### src/rtl/csr_pkg.sv
// csr_pkg: shared constants for the machine-mode CSR file.
//   - 12-bit CSR addresses
//   - mstatus bit positions, write mask and reset value
//   - redirect FSM state encoding
package csr_pkg;

  localparam logic [11:0] CSR_MSTATUS  = 12'h300;
  localparam logic [11:0] CSR_MTVEC    = 12'h305;
  localparam logic [11:0] CSR_MSCRATCH = 12'h340;
  localparam logic [11:0] CSR_MEPC     = 12'h341;
  localparam logic [11:0] CSR_MCAUSE   = 12'h342;
  localparam logic [11:0] CSR_MCYCLE   = 12'hB00;
  localparam logic [11:0] CSR_MINSTRET = 12'hB02;

  localparam int MSTATUS_MIE    = 3;
  localparam int MSTATUS_MPIE   = 7;
  localparam int MSTATUS_MPP_LO = 11;
  localparam int MSTATUS_MPP_HI = 12;

  localparam logic [63:0] MSTATUS_WMASK = 64'h0000_0000_0000_0088;
  localparam logic [63:0] MSTATUS_RST   = 64'h0000_0000_0000_1800;

  typedef enum logic { RUN = 1'b0, REDIR = 1'b1 } csr_state_e;

endpackage

### src/rtl/csr_reg_file_if.sv
// csr_reg_file_if: commit/read/trap bus between the core and the CSR file.
//   master: core side (drives addresses, write data, trap/mret/retire)
//   slave : CSR file (drives read data, illegal flag, redirect, mie)
interface csr_reg_file_if #(parameter int XLEN = 64);
  logic [11:0]     csrfin_raddr;
  logic [XLEN-1:0] csrfout_rdata;
  logic            csrfout_illegal;
  logic            csrfin_we;
  logic [11:0]     csrfin_waddr;
  logic [XLEN-1:0] csrfin_wdata;
  logic            csrfin_trap;
  logic [XLEN-1:0] csrfin_trap_pc;
  logic [XLEN-1:0] csrfin_trap_cause;
  logic            csrfin_mret;
  logic            csrfin_retire;
  logic            csrfout_redirect;
  logic [XLEN-1:0] csrfout_redirect_pc;
  logic            csrfout_mie;

  modport master (
    output csrfin_raddr, csrfin_we, csrfin_waddr, csrfin_wdata,
           csrfin_trap, csrfin_trap_pc, csrfin_trap_cause,
           csrfin_mret, csrfin_retire,
    input  csrfout_rdata, csrfout_illegal, csrfout_redirect,
           csrfout_redirect_pc, csrfout_mie
  );

  modport slave (
    input  csrfin_raddr, csrfin_we, csrfin_waddr, csrfin_wdata,
           csrfin_trap, csrfin_trap_pc, csrfin_trap_cause,
           csrfin_mret, csrfin_retire,
    output csrfout_rdata, csrfout_illegal, csrfout_redirect,
           csrfout_redirect_pc, csrfout_mie
  );
endinterface

### src/rtl/csr_counter.sv
// csr_counter: free-running W-bit counter with load.
//   clk, rst  : clock, async active-high reset (count -> 0)
//   inc       : add 1 this cycle (wraps at 2^W-1)
//   load      : take load_data this cycle; overrides inc
//   count     : current value
module csr_counter #(parameter int W = 64) (
  input  logic         clk,
  input  logic         rst,
  input  logic         inc,
  input  logic         load,
  input  logic [W-1:0] load_data,
  output logic [W-1:0] count
);
  always_ff @(posedge clk or posedge rst) begin
    if (rst)       count <= '0;
    else if (load) count <= load_data;
    else if (inc)  count <= count + W'(1);
  end
endmodule

### src/rtl/csr_reg_file.sv
// csr_reg_file: machine-mode CSR storage with trap/mret sequencing.
//   clk, rst : core clock, async active-high reset
//   bus      : csr_reg_file_if.slave (read port, commit write, trap/mret,
//              retire, one-cycle redirect to fetch, mstatus.MIE)
// Optional: define CSR_COUNTERS_EN to add mcycle (0xB00) / minstret (0xB02).
module csr_reg_file
  import csr_pkg::*;
#(parameter int XLEN = 64) (
  input  logic clk,
  input  logic rst,
  csr_reg_file_if.slave bus
);
  csr_state_e      state, state_nxt;
  logic            mie, mpie;
  logic [XLEN-1:0] mtvec, mscratch, mepc, mcause, target;
  logic [XLEN-1:0] mstatus_rd;
  logic            take_trap, take_mret, do_wr;

  // Only MIE/MPIE are stored; MPP reads as machine mode.
  always_comb begin
    mstatus_rd = '0;
    mstatus_rd[MSTATUS_MPP_HI:MSTATUS_MPP_LO] = 2'b11;
    mstatus_rd[MSTATUS_MPIE] = mpie;
    mstatus_rd[MSTATUS_MIE]  = mie;
  end

`ifdef CSR_COUNTERS_EN
  logic [XLEN-1:0] mcycle, minstret;

  csr_counter #(.W(XLEN)) u_mcycle (
    .clk(clk), .rst(rst), .inc(1'b1),
    .load(do_wr && bus.csrfin_waddr == CSR_MCYCLE),
    .load_data(bus.csrfin_wdata), .count(mcycle)
  );
  csr_counter #(.W(XLEN)) u_minstret (
    .clk(clk), .rst(rst), .inc(bus.csrfin_retire),
    .load(do_wr && bus.csrfin_waddr == CSR_MINSTRET),
    .load_data(bus.csrfin_wdata), .count(minstret)
  );
`else
  logic unused_retire;
  assign unused_retire = bus.csrfin_retire;
`endif

  // Read port: purely from register state, no write bypass.
  always_comb begin
    bus.csrfout_rdata   = '0;
    bus.csrfout_illegal = 1'b0;
    case (bus.csrfin_raddr)
      CSR_MSTATUS:  bus.csrfout_rdata = mstatus_rd;
      CSR_MTVEC:    bus.csrfout_rdata = mtvec;
      CSR_MSCRATCH: bus.csrfout_rdata = mscratch;
      CSR_MEPC:     bus.csrfout_rdata = mepc;
      CSR_MCAUSE:   bus.csrfout_rdata = mcause;
`ifdef CSR_COUNTERS_EN
      CSR_MCYCLE:   bus.csrfout_rdata = mcycle;
      CSR_MINSTRET: bus.csrfout_rdata = minstret;
`endif
      default:      bus.csrfout_illegal = 1'b1;
    endcase
  end

  // trap > mret > we, and all of them are ignored while redirecting.
  always_comb begin
    state_nxt = state;
    take_trap = 1'b0;
    take_mret = 1'b0;
    do_wr     = 1'b0;
    case (state)
      RUN: begin
        if (bus.csrfin_trap) begin
          take_trap = 1'b1;
          state_nxt = REDIR;
        end else if (bus.csrfin_mret) begin
          take_mret = 1'b1;
          state_nxt = REDIR;
        end else if (bus.csrfin_we) begin
          do_wr = 1'b1;
        end
      end
      REDIR:   state_nxt = RUN;
      default: state_nxt = RUN;
    endcase
  end

  assign bus.csrfout_redirect    = (state == REDIR);
  assign bus.csrfout_redirect_pc = (state == REDIR) ? target : '0;
  assign bus.csrfout_mie         = mie;

  always_ff @(posedge clk or posedge rst) begin
    if (rst) begin
      state    <= RUN;
      mie      <= MSTATUS_RST[MSTATUS_MIE];
      mpie     <= MSTATUS_RST[MSTATUS_MPIE];
      mtvec    <= '0;
      mscratch <= '0;
      mepc     <= '0;
      mcause   <= '0;
      target   <= '0;
    end else begin
      state <= state_nxt;
      if (take_trap) begin
        mepc   <= bus.csrfin_trap_pc & ~XLEN'(3);
        mcause <= bus.csrfin_trap_cause;
        mpie   <= mie;
        mie    <= 1'b0;
        target <= mtvec;
      end else if (take_mret) begin
        mie    <= mpie;
        mpie   <= 1'b1;
        target <= mepc;
      end else if (do_wr) begin
        case (bus.csrfin_waddr)
          CSR_MSTATUS: begin
            mie  <= bus.csrfin_wdata[MSTATUS_MIE];
            mpie <= bus.csrfin_wdata[MSTATUS_MPIE];
          end
          CSR_MTVEC:    mtvec    <= bus.csrfin_wdata & ~XLEN'(3);
          CSR_MSCRATCH: mscratch <= bus.csrfin_wdata;
          CSR_MEPC:     mepc     <= bus.csrfin_wdata & ~XLEN'(3);
          CSR_MCAUSE:   mcause   <= bus.csrfin_wdata;
          default: ;
        endcase
      end
    end
  end
endmodule

### src/flat_wrapper.sv
// flat-port wrapper written by rule: the top's interface ports become plain ports
module csr_reg_file_flat import csr_pkg::*;
#(parameter int XLEN = 64)
  (clk, rst, bus_csrfin_raddr, bus_csrfin_we, bus_csrfin_waddr, bus_csrfin_wdata, bus_csrfin_trap, bus_csrfin_trap_pc, bus_csrfin_trap_cause, bus_csrfin_mret, bus_csrfin_retire, bus_csrfout_rdata, bus_csrfout_illegal, bus_csrfout_redirect, bus_csrfout_redirect_pc, bus_csrfout_mie);
  csr_reg_file_if #(.XLEN(XLEN)) bus_i ();
  input  logic clk;
  input  logic rst;
  input wire logic [$bits(bus_i.csrfin_raddr)-1:0] bus_csrfin_raddr;
  input wire logic [$bits(bus_i.csrfin_we)-1:0] bus_csrfin_we;
  input wire logic [$bits(bus_i.csrfin_waddr)-1:0] bus_csrfin_waddr;
  input wire logic [$bits(bus_i.csrfin_wdata)-1:0] bus_csrfin_wdata;
  input wire logic [$bits(bus_i.csrfin_trap)-1:0] bus_csrfin_trap;
  input wire logic [$bits(bus_i.csrfin_trap_pc)-1:0] bus_csrfin_trap_pc;
  input wire logic [$bits(bus_i.csrfin_trap_cause)-1:0] bus_csrfin_trap_cause;
  input wire logic [$bits(bus_i.csrfin_mret)-1:0] bus_csrfin_mret;
  input wire logic [$bits(bus_i.csrfin_retire)-1:0] bus_csrfin_retire;
  output wire logic [$bits(bus_i.csrfout_rdata)-1:0] bus_csrfout_rdata;
  output wire logic [$bits(bus_i.csrfout_illegal)-1:0] bus_csrfout_illegal;
  output wire logic [$bits(bus_i.csrfout_redirect)-1:0] bus_csrfout_redirect;
  output wire logic [$bits(bus_i.csrfout_redirect_pc)-1:0] bus_csrfout_redirect_pc;
  output wire logic [$bits(bus_i.csrfout_mie)-1:0] bus_csrfout_mie;
  assign bus_i.csrfin_raddr = bus_csrfin_raddr;
  assign bus_i.csrfin_we = bus_csrfin_we;
  assign bus_i.csrfin_waddr = bus_csrfin_waddr;
  assign bus_i.csrfin_wdata = bus_csrfin_wdata;
  assign bus_i.csrfin_trap = bus_csrfin_trap;
  assign bus_i.csrfin_trap_pc = bus_csrfin_trap_pc;
  assign bus_i.csrfin_trap_cause = bus_csrfin_trap_cause;
  assign bus_i.csrfin_mret = bus_csrfin_mret;
  assign bus_i.csrfin_retire = bus_csrfin_retire;
  assign bus_csrfout_rdata = bus_i.csrfout_rdata;
  assign bus_csrfout_illegal = bus_i.csrfout_illegal;
  assign bus_csrfout_redirect = bus_i.csrfout_redirect;
  assign bus_csrfout_redirect_pc = bus_i.csrfout_redirect_pc;
  assign bus_csrfout_mie = bus_i.csrfout_mie;
  csr_reg_file #(.XLEN(XLEN)) u_core (.clk(clk), .rst(rst), .bus(bus_i));
endmodule
### config.mk
export PLATFORM = sky130hd
export DESIGN_NAME = csr_reg_file_flat
export DESIGN_NICKNAME = d
export VERILOG_FILES = /design/src/rtl/csr_pkg.sv /design/src/rtl/csr_reg_file_if.sv /design/src/rtl/csr_counter.sv /design/src/rtl/csr_reg_file.sv /design/src/flat_wrapper.sv
export SDC_FILE = /design/constraint.sdc
export NUM_CORES = 1
export LEC_CHECK = 0
export ABC_AREA = 0
export CORE_MARGIN = 2
export CORE_UTILIZATION = 51
export CTS_CLUSTER_SIZE = 20
export DETAILED_ROUTE_END_ITERATION = 10
export HOLD_SLACK_MARGIN = 0.08
export PLACE_DENSITY_LB_ADDON = 0.12
export SETUP_SLACK_MARGIN = 0.02
export SLEW_MARGIN = 10
export SYNTH_ARGS = -nofsm -noshare
export SYNTH_HDL_FRONTEND = slang
export SYNTH_SLANG_ARGS = --single-unit
### constraint.sdc
create_clock -name clk -period 13.2 [get_ports clk]
set_input_delay 2.64 -clock clk [delete_from_list [all_inputs] [get_ports clk]]
set_output_delay 2.64 -clock clk [all_outputs]
set_load 0.05 [all_outputs]
======== Word level (Yosys, flattened, before mapping) ========
Cells that the tools add are included.
cells by class
  equal/unequal tests ..................... 11
  multiplexer cells ....................... 32
  bitwise gates (word level) .............. 3
  reductions and logical operators ........ 12
operators with widths
  kind                                                   count
  2-to-1 mux 64 bit                                      11
  one-hot mux 64 bit (5 select lines)                    1
  equality test 12 x 10 -> 1 bit, second input constant  10
  2-to-1 mux 1 bit                                       19
  AND reduction 4 bit                                    2
  nonzero test 2 bit                                     4
  AND reduction 3 bit                                    2
  nonzero test 3 bit                                     2
  OR reduction 5 bit                                     1
  NOT 1 bit                                              3
  inequality test 2 x 1 -> 1 bit, second input constant  1
  one-hot mux 1 bit (2 select lines)                     1
  AND reduction 2 bit                                    1
storage, ports and cells
  bits in registers ....................... 321
  bits of input ports ..................... 222
  output and inout bits ................... 131
  word-level logic and storage cells ...... 66

======== Logic depth before layout (Yosys ltp) ========
  depth in word-level cells ............... 7
  depth in mapped cells ................... 7
  gate-level depth less buffers ........... 5

======== Least setup slack after synthesis ========
No wires, ideal clock.
  path type ............................... input to output
  start ................................... in bus_csrfin_raddr[0]
  end ..................................... out bus_csrfout_rdata[10]
  data arrival time ....................... 5.259 ns
  required time ........................... 10.560 ns
  slack ................................... 5.301 ns
  stages on the path ...................... 6
  path buffers ............................ 3
  cells stage by stage .................... clkbuf_1 nor4b_1 clkbuf_1 clkbuf_1 a22oi_1 o21ai_0
between the ends
  longest elaborated chain between the ends .. 2
  elaborated cells between the ends (all ways) .. 6
  classes of those cells .................. 5 x eq/ne; 1 x mux
RTL lines
  element                                  RTL line            RTL
  start: declaration                       flat_wrapper.sv:8   input wire logic [$bits(bus_i.csrfin_raddr)-1:0] bus_csrfin_raddr;
  equality test 12 x 10 -> 1 bit           csr_reg_file.sv:49  case (bus.csrfin_raddr)
  one-hot mux 64 bit (5 select lines) (*)  csr_reg_file.sv:49
  end: declaration                         flat_wrapper.sv:17  output wire logic [$bits(bus_i.csrfout_rdata)-1:0] bus_csrfout_rdata;
Mark *: on every way between the ends. The rest lies on a longest branch, timed or not.

======== Final worst setup path ========
  start ................................... in bus_csrfin_raddr[0]
  end ..................................... out bus_csrfout_rdata[30]
The elaborated chain is that of the path after synthesis.

==> results.txt <==
----------------------------------------------------
[Run]
  MaxCap Viol Count ... 0

[Logic synthesis]
  Dominant cell type by area after synthesis ... dfrtp_1
  Synth top area share ... 49.9%
  Post-synthesis sequential area ratio ... 49.9%
  Share of synthesized flip-flops with an asynchronous set or reset ... 100%
  Synthesized area per cell ... 10.7 µm²
  Number of synthesized flops with an enable pin ... 0
  Post-Synthesis Cells ... 1,492
  Adder-cell share of the synthesized area ... 0%
  Synthesized-area fraction occupied by ao, oa, aoi and oai cells ... 15.9%
  FF+latch count, synth ... 317
  Xor and xnor area share after synthesis ... 0%
  Area fraction in and, or, nand and nor cells after synthesis ... 12.0%
  Top area cells in the synthesized netlist ... dfrtp_1 (50%), mux2i_1 (8.0%), mux2_4 (5.7%)
  Cell variety after synth ... 47
  Primary flip-flop cell chosen by synthesis mapping ... dfrtp_1
  Post-Syn Area ... 0.0159 mm²
  Combinational family with the most area after synthesis ... multiplexers
  Number of warnings issued by yosys ... 0
  Ranking of synthesized cells by instance count ... dfrtp_1 (317), nor2_1 (166), a21oi_1 (164), mux2i_1 (127), a22oi_1 (114)
  Library cell with the highest instance count after synthesis ... dfrtp_1
  Multiplexer fraction of the synthesized cell area ... 18.4%

[Timing]
  Max Freq ... 0.110 GHz
  Slew of the pin with the lowest slew margin ... 1080 ps
  RSZ-0062 raised after global routing ... false
  Final setup TNS ... 0 ps
  Final hold viol count ... 0
  Final worst path period need ... 9080 ps
  Crit share post-route ... 68.8%
  Setup clock skew after layout ... 15.2 ps
  Max-slew violations ... 0
  Worst slew margin relative to its limit ... 27.7%
  Endpoints failing setup ... 0

[Place]
  Global placer's final weighted congestion ... 0.815
  Number of I/O port buffers ... 347
  Placed cell count ... 2,124
  Hpwl dp ... 28,200 µm

[Min path]
  Worst hold path class ... register to register
  Number of instances on the worst hold path ... 2

[Clock network]
  Post-CTS setup repair buffer count ... 0
  Hold-fix buffers, CTS ... 0
  Number of CTS-inserted buffers ... 37
  Reg clk slew, reported paths ... 60 ps
  Clock root buffer ... clkbuf_16
  Bufs on Longest Clock Path ... 3
  Post-CTS Resized ... 0
  CTS tree ... done
  Clock sink count ... 317
  Maximum level of the CTS H-tree ... 2
  Latest clock arrival within the worst-skew pair ... 510 ps

[Power]
  Leakage dissipation ... 9.78 nW
  Highest ir drop seen on vdd ... 0.0768 mV
  Cell Pwr Density ... 127 mW/mm²

[Floorplan]
  Die width ... 181 µm
  Die area ... 0.0326 mm²
  Effective utilization at floorplan ... 51.9%
  Top Ports ... 353
  Y dimension of the die ... 181 µm
  Row cnt ... 64
  Core area ... 0.0307 mm²

[Layout]
  Fillers ... 2,397
  Area Growth Syn to Fin ... 30.7%
  Fin nets ... 1,989
  Proportion of layout cells with a drive suffix above 1 ... 11.6%
  Fin cells ... 2,194

[Routing]
  Residual antenna-violating net count after detailed routing ... 0
  Per-cell via count in the routed design ... 5.97
  WL per Instance ... 22.4 µm
  Count of unresolved DRC violations after routing ... 0
  Violation count after the first detailed-route iteration ... 868
  Routed Wire Length ... 49,100 µm
  Via count ... 13,100
  Number of iterations in the first detailed-routing pass ... 5

[Global routing]
  Number of global-route vias before repair ... 13,500
  Residual overflow from global routing ... 0
  Pin count of the biggest net entering global routing ... 98
  Number of antenna violations at the first check in global routing ... 6
  Overall fraction of global-route tracks in use ... 29.8%
  Wire length of the first global-routing pass ... 77,300 µm

[Setup path]
  Setup slack of the worst register-to-register path ... 8740 ps
  Critical path class ... primary input to output pin
  Cells traversed along the worst timing path ... clkdlybuf4s50_1, nor4b_2, buf_4, a22oi_1, o21ai_0, clkdlybuf4s50_1
  Required time at the endpoint of the critical path ... 10,560 ps
  CP peak stage delay ... 890 ps
  Worst endpoint data arrival time ... 6440 ps
  Length in cells of the worst reg-to-reg path ... 6
  Maximum fanout along the worst path ... 54
  End of the worst register-to-register path ... u_core.mcause[53]
  Critical path's slowest cell ... clkdlybuf4s50_1
  Cell type with the highest occurrence count on the critical path ... clkdlybuf4s50_1
  Startpoint type of the worst setup path ... primary input
  Capturing instance or port of the critical path ... bus_csrfout_rdata[30]
  Endpoint kind of the worst setup timing path ... output pin
  R2r startpoint ... u_core.bus.csrfout_redirect
  Launching instance or port of the critical path ... bus_csrfin_raddr[0]

[Run status]
  Run status ... complete, no violations

----------------------------------------------------
[layout make-up]
cell class	count	area [µm²]	share of cell area, %
Tap cell	396	495	2.38
Clock buffer	57	1140	5.50
Multi-Input combinational cell	1043	7440	35.8
Sequential cell	317	7940	38.2
Inverter	3	18.8	0.0903
Timing Repair Buffer	365	3600	17.3
Clock inverter	10	154	0.740
Antenna cell	3	7.51	0.0361
[metal layers]
metal	routed length, µm	global-route usage [%]
met2	23400	48.5
met3	3750	6.81
met4	1580	10.4
met1	20300	39.2
met5	39	0
[placed cells by master, fill, tap and decap left out, types with 3 or more instances in the layout]
master and count:
and3b_1 38, nand3_1 3, clkbuf_1 8, buf_4 19, a221o_1 30, o21ai_0 93
and2_1 62, clkinv_2 5, clkdlybuf4s50_1 345, nor2_1 166, mux2_1 13, or4_1 3
mux2_2 54, bufinv_16 4, diode_2 3, clkbuf_16 39, a22oi_1 114, a21oi_1 164
nor4_1 3, mux2_4 60, dfrtp_1 316, a32oi_1 3, clkbuf_8 10, nand2_1 68
mux2i_1 127
[sequential cells by signal, summed over array words and instances, names as in the netlist]
name and flops:
u_core.mcause 64, u_core.mscratch 64, u_core.mepc 62, u_core.mtvec 62
u_core.target 62, u_core.bus.csrfout_mie 1, u_core.bus.csrfout_redirect 1, u_core.mpie 1
[metrics by stage]
step                hold slack, ps  power, mW  setup WS (ps)  utilization, %  instance area, µm²
CTS                            476       2.65           4200            67.8               20800
detailed placement             463       1.57           4250            63.5               19500
floorplan                      442       1.39           1790               -               15900
finish                         469       2.64           4120            67.8               20800
global placement               454       1.56           4300            63.5               19500
global route                   495       2.75           3990            67.8               20800
[cell families (layout without fill, tap and decap cells)]
logic type | count (synthesis) | in the layout
buffers and inverters | 133 | 435
multiplexers | 254 | 254
AO/OA/AOI/OAI | 412 | 412
AND/OR/NAND/NOR | 375 | 375
other | 1 | 5
flip-flops | 317 | 317
[power by group]
group	total, mW	leakage, nW	internal [mW]	switching, mW
logic	0.420	5.14	0.179	0.241
registers	1.14	3.99	1.07	0.0645
clock network	1.08	0.643	0.674	0.406
total	2.64	9.78	1.93	0.712
[worst min path at each step]
stage                       from  slack, ps           endpoint
2_1_floorplan  u_core.target[10]        440  u_core.target[10]
5_1_grt        u_core.target[33]        500  u_core.target[33]
4_1_cts        u_core.target[26]        480  u_core.target[26]
3_3_place_gp   u_core.target[55]        450  u_core.target[55]
6_report        u_core.target[5]        470   u_core.target[5]
3_5_place_dp   u_core.target[49]        460  u_core.target[49]
[worst max-delay path, delay by kind of cell]
kind                   cells  cell delay [ps]
AO/OA/AOI/OAI              2              530
buffers and inverters      3             2480
AND/OR/NAND/NOR            1              750
(Power assumes the default switching activity.)
